## config.mk

```make
export PLATFORM = sky130hd
export DESIGN_NAME = gray_codec_pipe
export DESIGN_NICKNAME = d
export VERILOG_FILES = /design/src/rtl/gray_codec_pipe.sv
export SDC_FILE = /design/constraint.sdc
export NUM_CORES = 1
export LEC_CHECK = 0
export CAP_MARGIN = 20
export CORE_MARGIN = 2
export CORE_UTILIZATION = 38
export CTS_CLUSTER_DIAMETER = 100
export CTS_CLUSTER_SIZE = 10
export DETAILED_ROUTE_END_ITERATION = 16
export HOLD_SLACK_MARGIN = 0.03
export PLACE_DENSITY = 0.68
export SYNTH_ARGS = -nofsm -noshare
export SYNTH_HDL_FRONTEND = slang
export SYNTH_SLANG_ARGS = --single-unit
```

## constraint.sdc

```tcl
create_clock -name clk -period 1 [get_ports clk]
set_input_delay 0.2 -clock clk [delete_from_list [all_inputs] [get_ports clk]]
set_output_delay 0.2 -clock clk [all_outputs]
set_load 0.03 [all_outputs]
```

## src/rtl/gray_codec_pipe.sv

```systemverilog
// gray_codec_pipe: two-stage pipelined Gray<->binary converter with a
// valid/ready handshake on both sides. The mode bit travels with each word.
// Optional Gray step checker enabled by defining GRAY_STEP_CHK_EN, which adds
// the step_err output: set when consecutive Gray->binary inputs do not differ
// in exactly one bit.
module gray_codec_pipe #(
    parameter int WIDTH = 8,
    parameter int SPLIT = 1
) (
    input  logic             clk,
    input  logic             rst_n,
    input  logic             in_valid,
    output logic             in_ready,
    input  logic             in_mode,
    input  logic [WIDTH-1:0] in_data,
    output logic             out_valid,
    input  logic             out_ready,
    output logic             out_mode,
    output logic [WIDTH-1:0] out_data
`ifdef GRAY_STEP_CHK_EN
    ,
    output logic             step_err
`endif
);

    localparam int unsigned W      = WIDTH;
    localparam int unsigned HI     = (W + 1) / 2;
    // Prefix-chain bits [1, S1_END) are resolved in S1, the rest in S2.
    localparam int unsigned S1_END = (SPLIT != 0) ? HI : 1;

    logic             r_s1_valid;
    logic             r_s1_mode;
    logic [WIDTH-1:0] r_s1_data;
    logic             r_s2_valid;
    logic             r_s2_mode;
    logic [WIDTH-1:0] r_s2_data;

    logic             w_s1_load;
    logic             w_s2_load;
    logic             w_in_xfer;
    logic [WIDTH-1:0] w_s1_next;
    logic [WIDTH-1:0] w_s2_next;

    assign w_s2_load = !r_s2_valid || out_ready;
    assign w_s1_load = !r_s1_valid || w_s2_load;
    assign w_in_xfer = in_valid && w_s1_load;
    assign in_ready  = w_s1_load;

    assign out_valid = r_s2_valid;
    assign out_mode  = r_s2_mode;
    assign out_data  = r_s2_data;

    // Stage-1 conversion: upper part of the Gray prefix chain (SPLIT=1 only).
    always_comb begin
        logic [WIDTH-1:0] v;
        v = in_data;
        if (!in_mode) begin
            for (int unsigned k = 1; k < S1_END; k++) begin
                v[W-1-k] = v[W-k] ^ v[W-1-k];
            end
        end
        w_s1_next = v;
    end

    // Stage-2 conversion: finish the prefix chain, or binary->Gray encode.
    always_comb begin
        logic [WIDTH-1:0] v;
        v = r_s1_data;
        if (r_s1_mode) begin
            v = r_s1_data ^ (r_s1_data >> 1);
        end else begin
            // Bit W-S1_END is already final, so the chain continues from it.
            for (int unsigned k = S1_END; k < W; k++) begin
                v[W-1-k] = v[W-k] ^ v[W-1-k];
            end
        end
        w_s2_next = v;
    end

    // Stage-1 register: accepts a new word whenever it can hand its own on.
    always_ff @(posedge clk) begin
        if (!rst_n) begin
            r_s1_valid <= 1'b0;
            r_s1_mode  <= 1'b0;
            r_s1_data  <= '0;
        end else if (w_s1_load) begin
            r_s1_valid <= in_valid;
            if (in_valid) begin
                r_s1_mode <= in_mode;
                r_s1_data <= w_s1_next;
            end
        end
    end

    // Stage-2 register: output stage, holds while downstream stalls.
    always_ff @(posedge clk) begin
        if (!rst_n) begin
            r_s2_valid <= 1'b0;
            r_s2_mode  <= 1'b0;
            r_s2_data  <= '0;
        end else if (w_s2_load) begin
            r_s2_valid <= r_s1_valid;
            if (r_s1_valid) begin
                r_s2_mode <= r_s1_mode;
                r_s2_data <= w_s2_next;
            end
        end
    end

`ifdef GRAY_STEP_CHK_EN
    logic [WIDTH-1:0] r_last;
    logic             r_have_last;
    logic             r_s1_err;
    logic             r_s2_err;
    logic             w_step_bad;

    assign w_step_bad = !in_mode && r_have_last && ($countones(in_data ^ r_last) != 1);
    assign step_err   = r_s2_err;

    // Track the previous Gray->binary input word; binary->Gray words are ignored.
    always_ff @(posedge clk) begin
        if (!rst_n) begin
            r_last      <= '0;
            r_have_last <= 1'b0;
        end else if (w_in_xfer && !in_mode) begin
            r_last      <= in_data;
            r_have_last <= 1'b1;
        end
    end

    // Error sideband pipelined alongside the data words.
    always_ff @(posedge clk) begin
        if (!rst_n) begin
            r_s1_err <= 1'b0;
            r_s2_err <= 1'b0;
        end else begin
            if (w_s1_load && in_valid) begin
                r_s1_err <= w_step_bad;
            end
            if (w_s2_load && r_s1_valid) begin
                r_s2_err <= r_s1_err;
            end
        end
    end
`endif

endmodule
```

# Yosys cells after proc, flatten, opt, wreduce, memory -nomap -nowiden
# Index checks and enable logic that the tools add are counted.
[totals] register_bits=20 in_bits=13 elab_cells=23
[op_classes] n_mux=3 bitwise=8 reduce_logical=6
[ops] operator="$mux W4" count=2
[ops] operator="$xor A8 B7 Y8" count=1
[ops] operator="$xor A1 B1 Y1" count=7
[ops] operator="$reduce_and A2 Y1" count=2
[ops] operator="$mux W3" count=1
[ops] operator="$logic_not A1 Y1" count=2
[ops] operator="$logic_or A1 B1 Y1" count=2

# Longest topological paths before layout
[depth] ltp_word=5 mapped_depth=5 ltp_nobuf=4

# Worst setup path after synthesis
# No wires, ideal clock.
[synth_timing] path_type="reg-to-reg" start="register r_s2_valid, in the netlist out_valid" end="register r_s1_data[5]" setup_ns=0.126 arrival_time_ns=1.478 required_ns=0.874 slack_ns=-0.604 path_stages_with_launch=6 cell_sequence="dfxtp_1 -> nand3b_1 -> and2_1 -> buf_6 -> o21ai_0 -> a21oi_1"
[synth_between] elab_chain_cells=4
[synth_rtl] element="from (decl)" line_no="34" text="logic r_s2_valid;"
[synth_rtl] element="from (signal assigned)" line_no="102" text="r_s2_valid <= r_s1_valid;"
[synth_rtl] element="$logic_not A1 Y1" line_no="44" text="assign w_s2_load = !r_s2_valid || out_ready;"
[synth_rtl] element="$logic_or A1 B1 Y1" line_no="44"
[synth_rtl] element="$logic_or A1 B1 Y1" line_no="45" text="assign w_s1_load = !r_s1_valid || w_s2_load;"
[synth_rtl] element="via in_ready" line_no="13" text="output logic in_ready,"
[synth_rtl] element="$reduce_and A2 Y1 (no source line)"
[synth_rtl] element="to (signal assigned)" line_no="90" text="r_s1_data <= w_s1_next;"
[synth_rtl] element="to (decl)" line_no="33" text="logic [WIDTH-1:0] r_s1_data;"
# The timed path passes the listed nets, and every way through them passes these cells.
# A chain may end at the register's enable or synchronous reset.

# Worst setup path in the final report
[layout_timing] start="register r_s2_valid, in the netlist out_valid" end="output in_ready"
[layout_between] elab_chain_cells=3
[layout_rtl] element="$logic_not A1 Y1" line_no="44"
[layout_rtl] element="$logic_or A1 B1 Y1" line_no="44"
[layout_rtl] element="$logic_or A1 B1 Y1" line_no="45"
[layout_rtl] element="to (decl)" line_no="13"
# No other way between the ends.

==> results.sh <==
export IMPL_outcome="complete, but fails checks"
export IMPL_violations="negative setup slack"
export IMPL_end_kind="primary output"
export IMPL_core_um2=2212
export IMPL_worstSetupPathType="flip-flop to primary output"
export IMPL_seqPwrFrac=0.475
export IMPL_sw_frac_of_total=0.2906
export IMPL_yosysTopAreaCellShare=0.4520
export IMPL_multi_input_area_um2=600.6
export IMPL_synth_area_leaders="dfxtp_1, nand2_1, a21oi_1"
export IMPL_grt_first_pass_wirelength_um=3436
export IMPL_synth_fa_ha_area_frac=0
export IMPL_synth_area_per_cell_um2=8.357
export IMPL_first_pass_iters=4
export IMPL_io_pins=24
export IMPL_required_ns=0.80
export IMPL_internal_power_mw=1.354
export IMPL_pwr_share_clk=0.252
export IMPL_max_cap_violations=0
export IMPL_hold_violations=0
export IMPL_routed_wirelength_um=2318
export IMPL_synthesis_nets=119
export IMPL_vias_per_cell=4.994
export IMPL_dp_hpwl_um=1363
export IMPL_fin_crit_sh=1.245
export IMPL_ys_warn_count=0
export IMPL_drive_above_1_share=0.5329
export IMPL_setup_slack_ns=-0.2446
export IMPL_setup_viol=18
export IMPL_fin_area_um2=1514
export IMPL_cts_tree="done"
export IMPL_start_util=0.4005
export IMPL_grt_start_max_net_pins=19
export IMPL_crit_chain="nand3b_1, buf_4, buf_6"
export IMPL_period_minus_slack_ns=1.245
export IMPL_maxSlewViolCount=0
export IMPL_placed_cell_area_um2=1222
export IMPL_n_fill_cell=176
export IMPL_cp_start_kind="flip-flop"
export IMPL_cts_buffer_depth=2
export IMPL_drtIter0Drc=10
export IMPL_wl_per_cell_um=12.88
export IMPL_fin_skew_ns=0.009954
export IMPL_tightest_slew_ns=0.2484
export IMPL_regArea_um2=426.7
export IMPL_cp_arrival_ns=1.04
export IMPL_cp_slowest_cell="dfxtp_4"
export IMPL_fmax_mhz=803.4
export IMPL_finalPower_mw=1.908
export IMPL_crit_fanout=3
export IMPL_place_gp_congestion=0.8243
export IMPL_hp_class="input pin to flip-flop"
export IMPL_layout_common_cells="buf_4, nand2_1, buf_6"
export IMPL_io_buffers=23
export IMPL_fp_dieH_um=52.28
export IMPL_mostFrequentLayoutCell="buf_4"
export IMPL_drc=0
export IMPL_slowest_delay_ns=0.37
export IMPL_ys_ff_latch=20
export IMPL_numCtsBuffers=3
export IMPL_dieArea_um2=2733
export IMPL_overflow=0
export IMPL_root_buffer="clkbuf_4"
export IMPL_rows=17
export IMPL_switchingPower_uw=554.5
export IMPL_htreeDepth=1
export IMPL_fin_tns_setup_ns=-1.768
export IMPL_synth_cell_types=25
export IMPL_syn_to_final_growth_pct=70.90
export IMPL_combPwrFrac=0.273
export IMPL_power_density_nw_per_um2=1260
export IMPL_worst_slew_margin_rel=0.8344
export IMPL_die_w_um=52.28
export IMPL_grt_pass1_vias=792
export IMPL_synthXorXnorAreaFrac=0.1186
export IMPL_synth_compound_area_share=0.1525
export IMPL_synth_top_family_by_area="simple AND/OR/NAND/NOR gates"
export IMPL_worst_ir_drop_vdd_mv=0.8211
export IMPL_netlist_instances=106
export IMPL_synth_area_um2=885.9
export IMPL_yosys_area_top_type="dfxtp_1"
export IMPL_synthMuxAreaShare=0.02260
export IMPL_diodes=0
export IMPL_vias=899
export IMPL_rsz0062_at_grt="true"
export IMPL_synth_simple_area_share=0.2133
export IMPL_ant_nets=0
export IMPL_clkTransAtPathRegs_ns=0.12
export IMPL_grt_use_total=0.1683
export IMPL_p_leak_nw=0.6146
export IMPL_fin_nets=166
export IMPL_cts_sinks=20
export IMPL_clk_latency_ns=0.30
export IMPL_antenna_found_initial=0
export IMPL_pre_cts_slack_ns=-0.6088
export IMPL_post_route_util=0.6844
export IMPL_seq_area_frac_synth=0.4520
[critical path, delay by kind of cell, from the launching register on]
family,cells,cell delay [ns]
flops,1,0.37
buf+inv,2,0.29
simple gates,1,0.10
[power groups by stage]
stage          logic [mW]  registers, mW  clock network (mW)
6_report            0.521          0.906               0.481
5_1_grt             0.556          0.914               0.524
4_1_cts             0.461          0.899               0.478
3_5_place_dp        0.395          0.906                   0
3_3_place_gp        0.387          0.904                   0
2_1_floorplan       0.187          0.948                   0
[synthesized netlist by cell type (all sizes together)]
library cell	n
o31ai	1
o21ai	1
mux2i	2
dfxtp	20
nand2	23
xnor2	5
xor2	7
nand3b	1
nand2b	1
nand4	1
inv	3
and2	2
nor2b	2
nor2	9
or3	1
nand3	2
o211ai	1
a211oi	6
and2b	1
buf	4
a21oi	13
[registers in the layout (all words and copies together) (netlist names)]
| signal | cells |
|---|---|
| out_data | 8 |
| r_s1_data | 8 |
| out_mode | 1 |
| out_valid | 1 |
| r_s1_mode | 1 |
| r_s1_valid | 1 |
[through the flow]
stage	hold slack (ns)	cells
after global placement	0.4448	167
after global routing	0.3734	180
after detailed placement	0.4520	167
final	0.3456	180
after floorplan	0.3295	106
after CTS	0.3478	178
[logic make-up after synthesis]
kind of cell / count (synthesis)
xor gates and xnor gates: 12
and+or+nand+nor: 43
DFF: 20
AOI/OAI and AO/OA: 22
muxes: 2
buffers and inverters: 7
[layer usage]
layer / track usage / up-vias / wire length, um / part of all wire
li1: - / 448 / - / -
met1: 0.2163 / 424 / 1005 / 0.43
met2: 0.2646 / 19 / 1177 / 0.51
met3: 0.03714 / 8 / 92 / 0.040
met4: 0.08120 / 0 / 42 / 0.018
met5: 0 / - / 0 / 0
[final timing paths]
| path | from | end | slack [ns] | cells after the start |
|---|---|---|---|---|
| worst max-delay path | out_valid | in_ready | -0.24 | 3 |
| worst min-delay path | in_data[5] | r_s1_data[5] | 0.35 | 3 |
| worst max register to register | out_valid | r_s1_data[5] | -0.17 | 6 |
| worst min register to register | out_mode | out_mode | 0.47 | 2 |
[final cells by class]
class	instances	share of cell area
Timing Repair Buffer	44	0.2669
Multi-Input combinational cell	81	0.3967
Inverter	3	0.007438
Clock buffer	4	0.02397
Sequential cell	20	0.2818
Tap cell	28	0.02314
[what timing repair did]
| item | in CTS | in global routing |
|---|---|---|
| resized for setup | 40 | 24 |
| hold buffers | 0 | 0 |
| endpoints found under the setup margin | 27 | 26 |
| setup buffers | 5 | 2 |
| gates cloned | 2 | 0 |
| pin swaps | 10 | 6 |
(Power assumes the default switching activity.)
